### src/rtl/debug_wb_serializer_pkg.sv
// Shared definitions for the debug writeback serializer.
//   debug_wb_t          : one buffered register write {pc, rd, wdata}
//   DEBUG_WB_WEN_ALL    : byte enables driven while a write is emitted
//   DEBUG_WB_WEN_NONE   : byte enables driven in idle cycles
package debug_wb_serializer_pkg;

  typedef struct packed {
    logic [31:0] pc;
    logic [4:0]  rd;
    logic [31:0] wdata;
  } debug_wb_t;

  localparam logic [3:0] DEBUG_WB_WEN_ALL  = 4'hf;
  localparam logic [3:0] DEBUG_WB_WEN_NONE = 4'h0;

endpackage

### src/rtl/debug_wb_serializer_fifo.sv
// dbg_wb_fifo: storage for the debug writeback serializer.
// Dual-write, single-read register array. Up to two entries are written per
// cycle (data0 at wptr, data1 at wptr+1); one entry is read per cycle.
// The caller guarantees push count never exceeds the free space and pop is
// only asserted while the FIFO holds data.
// Ports:
//   clk, resetn      : clock, synchronous active-low reset
//   i_push_cnt       : number of entries to write this cycle (0..2)
//   i_push_data0/1   : entries to write, data0 is the older one
//   i_pop            : consume the entry at the read pointer
//   o_rd_data        : entry at the read pointer (combinational)
//   o_count          : registered occupancy
module dbg_wb_fifo
  import debug_wb_serializer_pkg::*;
#(
  parameter  int DEPTH = 8,
  localparam int PW    = $clog2(DEPTH),
  localparam int CW    = PW + 1
) (
  input  logic          clk,
  input  logic          resetn,
  input  logic [1:0]    i_push_cnt,
  input  debug_wb_t     i_push_data0,
  input  debug_wb_t     i_push_data1,
  input  logic          i_pop,
  output debug_wb_t     o_rd_data,
  output logic [CW-1:0] o_count
);

  debug_wb_t     r_mem [DEPTH];
  logic [PW-1:0] r_wptr;
  logic [PW-1:0] r_rptr;
  logic [CW-1:0] r_count;
  logic [PW-1:0] w_wptr_p1;

  assign w_wptr_p1 = r_wptr + PW'(1);

  // Storage is not reset; validity is tracked entirely by the pointers.
  always_ff @(posedge clk) begin
    if (i_push_cnt != 2'd0) r_mem[r_wptr]    <= i_push_data0;
    if (i_push_cnt == 2'd2) r_mem[w_wptr_p1] <= i_push_data1;
  end

  always_ff @(posedge clk) begin
    if (!resetn) begin
      r_wptr  <= '0;
      r_rptr  <= '0;
      r_count <= '0;
    end else begin
      r_wptr  <= r_wptr + PW'(i_push_cnt);
      if (i_pop) r_rptr <= r_rptr + PW'(1);
      r_count <= r_count + CW'(i_push_cnt) - CW'(i_pop);
    end
  end

  assign o_rd_data = r_mem[r_rptr];
  assign o_count   = r_count;

endmodule

### src/rtl/debug_wb_serializer.sv
// debug_wb_serializer: commit-order serializer from the dual-issue writeback
// stage onto the single-lane debug writeback port.
// Ports:
//   clk, resetn          : core clock, synchronous active-low reset
//   wb_valid_i[1:0]      : per-slot retire valid, slot 0 is older
//   wb_pc_i/rd_i/wdata_i : per-slot retired PC, destination, write data
//   stall_o              : fewer than two free entries, core must hold
//   debug_wb_*           : registered emitted write, wen = f when valid
//   empty_o              : nothing buffered and nothing being emitted
//   overflow_o           : sticky, a push arrived with no room for it
module debug_wb_serializer
  import debug_wb_serializer_pkg::*;
#(
  parameter int DEPTH = 8
) (
  input  logic             clk,
  input  logic             resetn,
  input  logic [1:0]       wb_valid_i,
  input  logic [1:0][31:0] wb_pc_i,
  input  logic [1:0][4:0]  wb_rd_i,
  input  logic [1:0][31:0] wb_wdata_i,
  output logic             stall_o,
  output logic [31:0]      debug_wb_pc,
  output logic [3:0]       debug_wb_rf_wen,
  output logic [4:0]       debug_wb_rf_wnum,
  output logic [31:0]      debug_wb_rf_wdata,
  output logic             empty_o,
  output logic             overflow_o
);

  localparam int CW = $clog2(DEPTH) + 1;

  logic          w_q0;
  logic          w_q1;
  debug_wb_t     w_slot0;
  debug_wb_t     w_slot1;
  debug_wb_t     w_push_d0;
  logic [1:0]    w_nreq;
  logic [CW-1:0] w_count;
  logic [CW-1:0] w_free;
  logic          w_drop;
  logic [1:0]    w_push_cnt;
  logic          w_pop;
  debug_wb_t     w_rd_data;

  logic [31:0]   r_pc;
  logic [3:0]    r_wen;
  logic [4:0]    r_wnum;
  logic [31:0]   r_wdata;
  logic          r_overflow;

  // A slot writing x0 carries no architectural effect and is discarded.
  assign w_q0    = wb_valid_i[0] && (wb_rd_i[0] != 5'd0);
  assign w_q1    = wb_valid_i[1] && (wb_rd_i[1] != 5'd0);
  assign w_slot0 = {wb_pc_i[0], wb_rd_i[0], wb_wdata_i[0]};
  assign w_slot1 = {wb_pc_i[1], wb_rd_i[1], wb_wdata_i[1]};

  // Compaction: when slot 0 is discarded, slot 1 takes the first entry.
  // With a single push the FIFO ignores data1, so it can stay slot 1.
  assign w_push_d0 = w_q0 ? w_slot0 : w_slot1;
  assign w_nreq    = {1'b0, w_q0} + {1'b0, w_q1};

  // Room is judged on the registered count only; a same-cycle pop does not
  // create space, which keeps the read and write pointers from colliding.
  assign w_free     = CW'(DEPTH) - w_count;
  assign w_drop     = CW'(w_nreq) > w_free;
  assign w_push_cnt = w_drop ? w_free[1:0] : w_nreq;
  assign w_pop      = (w_count != '0);

  dbg_wb_fifo #(
    .DEPTH (DEPTH)
  ) u_fifo (
    .clk          (clk),
    .resetn       (resetn),
    .i_push_cnt   (w_push_cnt),
    .i_push_data0 (w_push_d0),
    .i_push_data1 (w_slot1),
    .i_pop        (w_pop),
    .o_rd_data    (w_rd_data),
    .o_count      (w_count)
  );

  always_ff @(posedge clk) begin
    if (!resetn) begin
      r_pc    <= '0;
      r_wen   <= DEBUG_WB_WEN_NONE;
      r_wnum  <= '0;
      r_wdata <= '0;
    end else if (w_pop) begin
      r_pc    <= w_rd_data.pc;
      r_wen   <= DEBUG_WB_WEN_ALL;
      r_wnum  <= w_rd_data.rd;
      r_wdata <= w_rd_data.wdata;
    end else begin
      r_wen   <= DEBUG_WB_WEN_NONE;
    end
  end

  always_ff @(posedge clk) begin
    if (!resetn)     r_overflow <= 1'b0;
    else if (w_drop) r_overflow <= 1'b1;
  end

  assign stall_o           = w_count > CW'(DEPTH - 2);
  assign empty_o           = (w_count == '0) && (r_wen == DEBUG_WB_WEN_NONE);
  assign overflow_o        = r_overflow;
  assign debug_wb_pc       = r_pc;
  assign debug_wb_rf_wen   = r_wen;
  assign debug_wb_rf_wnum  = r_wnum;
  assign debug_wb_rf_wdata = r_wdata;

endmodule

### config.mk
export PLATFORM = sky130hd
export DESIGN_NAME = debug_wb_serializer
export DESIGN_NICKNAME = d
export VERILOG_FILES = /design/src/rtl/debug_wb_serializer_pkg.sv /design/src/rtl/debug_wb_serializer_fifo.sv /design/src/rtl/debug_wb_serializer.sv
export SDC_FILE = /design/constraint.sdc
export NUM_CORES = 1
export LEC_CHECK = 0
export CAP_MARGIN = 40
export CORE_MARGIN = 10
export CORE_UTILIZATION = 30
export CTS_BUF_LIST = sky130_fd_sc_hd__clkbuf_16
export DETAILED_ROUTE_END_ITERATION = 7
export SKIP_LAST_GASP = 1
export SLEW_MARGIN = 20
export SYNTH_ARGS = -nofsm -noshare
export SYNTH_HDL_FRONTEND = slang
export SYNTH_SLANG_ARGS = --single-unit
### constraint.sdc
create_clock -name clk -period 32.7 [get_ports clk]
set_clock_uncertainty 0.2 [all_clocks]
set_input_delay 4.905 -clock clk [delete_from_list [all_inputs] [get_ports clk]]
set_output_delay 4.905 -clock clk [all_outputs]
set_load 0.02 [all_outputs]
==> results.cfg, run 1 <==
[outcome]
outcome = finished clean

[yosys]
ys_ff_latch = 633
synth-edff-count = 552
syn_nets = 2025
avgSynthCellArea_um2 = 17.0
synth_top_cell_by_area = edfxtp_1
synthArstFlopShare_pct = 0
synth_area_um2 = 31700
synthTopCellsByArea = edfxtp_1, mux2_2, mux4_2, dfxtp_1, mux2i_1
syn_inst = 1866
synth_top_flop_cell = edfxtp_1
synth_top_area_share_pct = 52.3
synth.yosys.seq_area_share_pct = 57.4
ys_types = 38
yosys_warnings = 0

[global_route]
grt_start_max_net_pins = 68
overflow = 0
grt_pass1_wl_um = 133000
antenna_found_initial = 12
grt_usage_pct = 14.6
grt_pass1_vias = 19600

[detailed_routing]
dr.pass1.iters = 5
postRouteAntennaNets = 0
drc = 0
vias_per_cell = 5.08
totalWireLength_um = 89500
post_drt_wl_per_cell_um = 25.4
vias = 17900
drt_iter0_drc = 1213

[pwr]
peakVddDrop_v = 0.0000407
p_per_area_nw_per_um2 = 83.1
p_leak_nw = 12.9

[floorplanning]
die_y_um = 345
io_pins = 218
die_w_um = 345
rows = 119
start_util_pct = 30.1
core-area_um2 = 105000
die-area_um2 = 119000

[sta]
setup_violations = 0
rsz0062_at_grt = no
worst_pin_slew_ps = 832
hold_viol = 0
layout_min_cycle_time_ps = 10270
final_max_slew_viol_count = 0
finalWorstSetupSlack_ps = 22430
maxSlewHeadroom_pct = 44.5
fin_crit_sh_pct = 31.4
max_freq_mhz = 97.4
tns_ps = 0
holdWs_ps = 297

[clocking]
clock_latency_ps = 630
clock-root-buffer = clkbuf_16
ctsHoldBuffers = 0
cts_setup_buffers = 0
cts_buffer_depth = 3
cts_made_buffers = 72
ctsResizeCount = 0
cts_tree = built
htree_num_levels = 3
clock-sinks = 633
clkSlewWorstSetupHoldPaths_ps = 60

[placed_design]
place_hpwl_um = 55400
gp_congestion = 0.741
pre_cts_ws_ps = 21520
numPortBuffers = 217
dp_cells = 3385
placed_area_um2 = 35600

[finish]
finish.instance_area_um2 = 38000
n_antenna_cell = 0
fillers = 9945
drive_gt1_share_pct = 43.8
final_cells = 3520
final_nets = 2229
area_delta_synth_final_pct = 19.8

[setup_path]
required_ps = 32840
end_kind = register
cp_max_fo = 38
cp.arrival_ps = 10410
startpoint_type = primary input
crit_chain = clkdlybuf4s50_1, or4_1, o21ai_4, buf_4, inv_1, ha_1, inv_1, ha_1, nand2_1, o211ai_2, nor2_1, buf_4, o31a_4, buf_4, o41ai_2, buf_4, buf_12
critPathMaxStageDelay_ps = 650
crit_top_cell = buf_4
cp_slowest_cell = buf_4
r2r_cells = 13
critPathKind = in2reg

[hold_path]
hold_class = reg2reg
worstHoldPathCells = 1

[job]
maxCapViolCount = 0
## registers in the layout, summed over array words and instances (netlist names)
name               count
debug_wb_pc           32
debug_wb_rf_wdata     32
u_fifo.r_rptr          3
overflow_o             1
debug_wb_rf_wnum       5
u_fifo.o_count         4
u_fifo.r_wptr          3
debug_wb_rf_wen        1
u_fifo.r_mem         552
## critical path: cells and delay by family
kind	cells	cell delay [ps]
buffers and inverters	8	2620
AOI/OAI and AO/OA	4	1070
and+or+nand+nor	3	1050
adders and majority gates	2	610
## cells in the final DEF, fill, tap and decap left out, types with 4 or more instances in the layout
cell type | synthesis | final
nand3_1 | 9 | 9
clkdlybuf4s50_1 | 0 | 216
inv_1 | 15 | 32
ha_1 | 15 | 15
clkbuf_16 | 0 | 76
edfxtp_1 | 552 | 552
clkinv_2 | 0 | 13
o211a_1 | 69 | 69
buf_12 | 0 | 11
or4_1 | 6 | 6
buf_16 | 0 | 11
o21bai_4 | 0 | 4
buf_4 | 3 | 32
clkinv_1 | 0 | 16
bufinv_16 | 0 | 5
nand2_1 | 90 | 89
xor2_1 | 5 | 5
mux2i_1 | 71 | 71
mux4_2 | 138 | 138
mux2_4 | 13 | 17
nor3_1 | 8 | 8
dfxtp_1 | 81 | 78
mux2_2 | 606 | 602
and2_1 | 9 | 9
## cells by family (layout without fill, tap and decap cells)
kind of cell    Yosys count  count (layout)  share of synthesized area (%)
flops                   633             633                           57.4
buf+inv                 156             419                           2.84
compound gates           92              92                           2.71
fa+ha+maj                17              17                          0.719
simple gates            130             130                           1.80
xor+xnor                  9               9                          0.272
mux                     829             829                           34.2
## synthesized netlist by cell type (9+ instances only)
cell and instances:
nand3_1 9, mux2_4 13, mux4_2 138, buf_1 13, and2_1 9, o211a_1 69
edfxtp_1 552, dfxtp_1 81, buf_2 50, mux2i_1 71, inv_1 15, nand2_1 90
buf_6 32, ha_1 15, clkbuf_1 43, mux2_2 606
## path summary, 6_finish.rpt
check,from,to,slack [ps]
min reg2reg,debug_wb_pc[6]$_SDFFE_PN0N_,debug_wb_pc[6]$_SDFFE_PN0N_,300
max,wb_rd_i[1],u_fifo.r_mem[2][8]$_DFFE_PP_,22430
min,debug_wb_pc[6]$_SDFFE_PN0N_,debug_wb_pc[6]$_SDFFE_PN0N_,300
max reg2reg,u_fifo.o_count[0]$_SDFF_PN0_,u_fifo.r_mem[2][8]$_DFFE_PP_,27730
## metrics by stage
step / power (W) / utilization, %
6_report: 0.00316 / 36.1
5_1_grt: 0.00332 / 36.1
4_1_cts: 0.00320 / 36.1
3_5_place_dp: 0.00240 / 33.9
3_3_place_gp: 0.00234 / 33.4
2_1_floorplan: 0.00197 / -
## metal layers
metal	global-route usage (%)	wire length, um	up-vias
met5	0	132	-
met4	4.19	1900	20
met3	3.04	4840	133
met2	25.6	45500	421
met1	18.0	37100	9394
li1	-	-	7910
## where the power goes
group | leakage [nW] | internal (W) | switching (W) | total (W)
Clock | 1.20 | 0.000459 | 0.000332 | 0.000791
Combinational | 5.99 | 0.000520 | 0.000624 | 0.00114
Sequential | 5.72 | 0.00114 | 0.0000823 | 0.00122
Total | 12.9 | 0.00212 | 0.00104 | 0.00316
## final cells by class
class / count / area (um^2) / share of cell area [%]
clock buffers: 76 / 1900 / 5.01
clock inverters: 57 / 385 / 1.02
inverters: 15 / 56.3 / 0.148
multi-input cells: 1077 / 12700 / 33.5
flip-flops and latches: 633 / 18200 / 48.0
well taps: 1391 / 1740 / 4.58
repair buffers: 271 / 2940 / 7.75
Note: power is estimated with default switching activity, not from simulation.
==> inputs of run 2 (changes only) <==
==> constraint.sdc (replaced) <==
create_clock -name clk -period 10.1 [get_ports clk]
set_clock_uncertainty 0.2 [all_clocks]
set_input_delay 1.515 -clock clk [delete_from_list [all_inputs] [get_ports clk]]
set_output_delay 1.515 -clock clk [all_outputs]
set_load 0.02 [all_outputs]
==> run 2 against run 1 <==
Net effect:
- via count about the same
- first-iteration DRC count increased by 2.2%
- final cell count hardly changed
- setup slack lost 19000 ps
- largest power group unchanged
- sequential cell count unchanged
- sequential power grew to 3.2 times the previous value
- critical endpoint is now u_fifo.r_mem[2][50]$_DFFE_PP_
- highest routed layer unchanged
- count of clock-buffer cells in the layout unchanged
==> results.cfg, run 2 (synthesis gave the netlist of run 1 again) <==
[outcome]
outcome = finished clean

[global_route]
grt_pass1_vias = 19700
grt_pass1_wl_um = 133000
antenna_found_initial = 6
overflow = 0
grt_usage_pct = 14.6
grt_start_max_net_pins = 71

[clocking]
cts_tree = built
clkSlewWorstSetupHoldPaths_ps = 60
ctsHoldBuffers = 0
clock-sinks = 633
cts_made_buffers = 75
cts_buffer_depth = 3
clock_latency_ps = 630
htree_num_levels = 3
ctsResizeCount = 0
clock-root-buffer = clkbuf_16
cts_setup_buffers = 0

[placed_design]
gp_congestion = 0.748
place_hpwl_um = 54600
numPortBuffers = 217
dp_cells = 3379
pre_cts_ws_ps = 2860

[setup_path]
required_ps = 10140
critPathMaxStageDelay_ps = 680
cp.arrival_ps = 6330
crit_top_cell = buf_4
startpoint_type = primary input
reg2reg_to = u_fifo.r_mem[2][50]$_DFFE_PP_
end_kind = register
critPathKind = in2reg
r2r_cells = 12
worst-r2r-setup-slack_ps = 5280
crit_chain = clkdlybuf4s50_1, or4_1, o21a_1, ha_1, ha_1, nor2b_1, o211ai_2, nor2_1, buf_4, o31a_2, o41ai_2, buf_4, buf_4
cp_slowest_cell = buf_4
timing.rr.start = u_fifo.o_count[0]$_SDFF_PN0_
cp_max_fo = 36

[sta]
holdWs_ps = 297
setup_violations = 0
fin_crit_sh_pct = 62.3
max_freq_mhz = 159
rsz0062_at_grt = no
layout_min_cycle_time_ps = 6290
final_max_slew_viol_count = 0
worst_pin_slew_ps = 886
maxSlewHeadroom_pct = 41.0
finalWorstSetupSlack_ps = 3810
hold_viol = 0

[hold_path]
worstHoldStart = debug_wb_pc[8]$_SDFFE_PN0N_
worstHoldPathCells = 1
hold_class = reg2reg
min_to = debug_wb_pc[8]$_SDFFE_PN0N_

[pwr]
p_leak_nw = 12.8
p_int_w = 0.00675
peakVddDrop_v = 0.000197
switching_share_pct = 33.3
combPwrFrac_pct = 36.2
p_per_area_nw_per_um2 = 268
p_total_w = 0.0101
power.share.clock_pct = 24.8
power_frac_seq_pct = 39.0
power.switching_w = 0.00338

[detailed_routing]
post_drt_wl_per_cell_um = 25.3
drc = 0
postRouteAntennaNets = 0
vias = 17900
totalWireLength_um = 88900
vias_per_cell = 5.07
dr.pass1.iters = 6
drt_iter0_drc = 1240

[floorplanning]
rows = 119
core-area_um2 = 105000
io_pins = 218
start_util_pct = 30.1
die_y_um = 345
die_w_um = 345
die-area_um2 = 119000

[finish]
final_cell_mix = mux2_2, edfxtp_1, clkdlybuf4s50_1
layout_commonest_cell = mux2_2
final_nets = 2227
top_register = u_fifo.r_mem
largest_reg_flops = 552
final_cells = 3521
area_delta_synth_final_pct = 19.3
drive_gt1_share_pct = 43.4

[job]
maxCapViolCount = 0
## run 2: worst max-delay path by stage
stage	start	to	slack, ps
global placement	wb_rd_i[6]	u_fifo.r_mem[5][1]$_DFFE_PP_	2810
finish	wb_rd_i[6]	u_fifo.r_mem[2][50]$_DFFE_PP_	3810
floorplan	wb_rd_i[1]	u_fifo.r_mem[2][0]$_DFFE_PP_	-1530
detailed placement	wb_rd_i[6]	u_fifo.r_mem[5][2]$_DFFE_PP_	2860
global route	wb_rd_i[6]	u_fifo.r_mem[2][50]$_DFFE_PP_	3680
CTS	wb_rd_i[6]	u_fifo.r_mem[5][65]$_DFFE_PP_	3510
## run 2: area by class of cell
type	count	area (um^2)
fill	9970	67300
sequential	633	18200
multi-input combinational	1077	12700
timing repair buffer	266	2800
clock buffer	76	1900
tap	1391	1740
clock inverter	62	367
inverter	15	56.3
antenna	1	2.50
## run 2: power by group through the flow
stage	combinational [W]	sequential [W]	clock, W
after floorplan	0.00229	0.00410	0
after global placement	0.00358	0.00400	0
after detailed placement	0.00371	0.00401	0
after CTS	0.00372	0.00396	0.00258
after global routing	0.00395	0.00401	0.00269
final	0.00367	0.00395	0.00251
## run 2: routing by layer
metal  global-route usage (%)  vias to the layer above  part of all wire (%)
met2                     25.0                      423                    50
met3                     2.34                      117                   4.2
met5                        0                        -                 0.047
met1                     18.7                     9410                    44
li1                         -                     7909                     -
met4                     4.22                        6                   2.2
## run 2: worst max-delay path: cells and delay by family
kind | cells | cell delay, ps
adders and majority gates | 2 | 580
AOI/OAI and AO/OA | 4 | 1170
buffers and inverters | 4 | 2090
and+or+nand+nor | 3 | 880
## run 2: per-stage QoR
step / setup TNS (ps) / instance area (um^2) / utilization [%]
floorplan: -211620 / 31700 / -
global placement: 0 / 35200 / 33.5
detailed placement: 0 / 35500 / 33.7
global route: 0 / 37800 / 36.0
finish: 0 / 37800 / 36.0
CTS: 0 / 37700 / 35.9
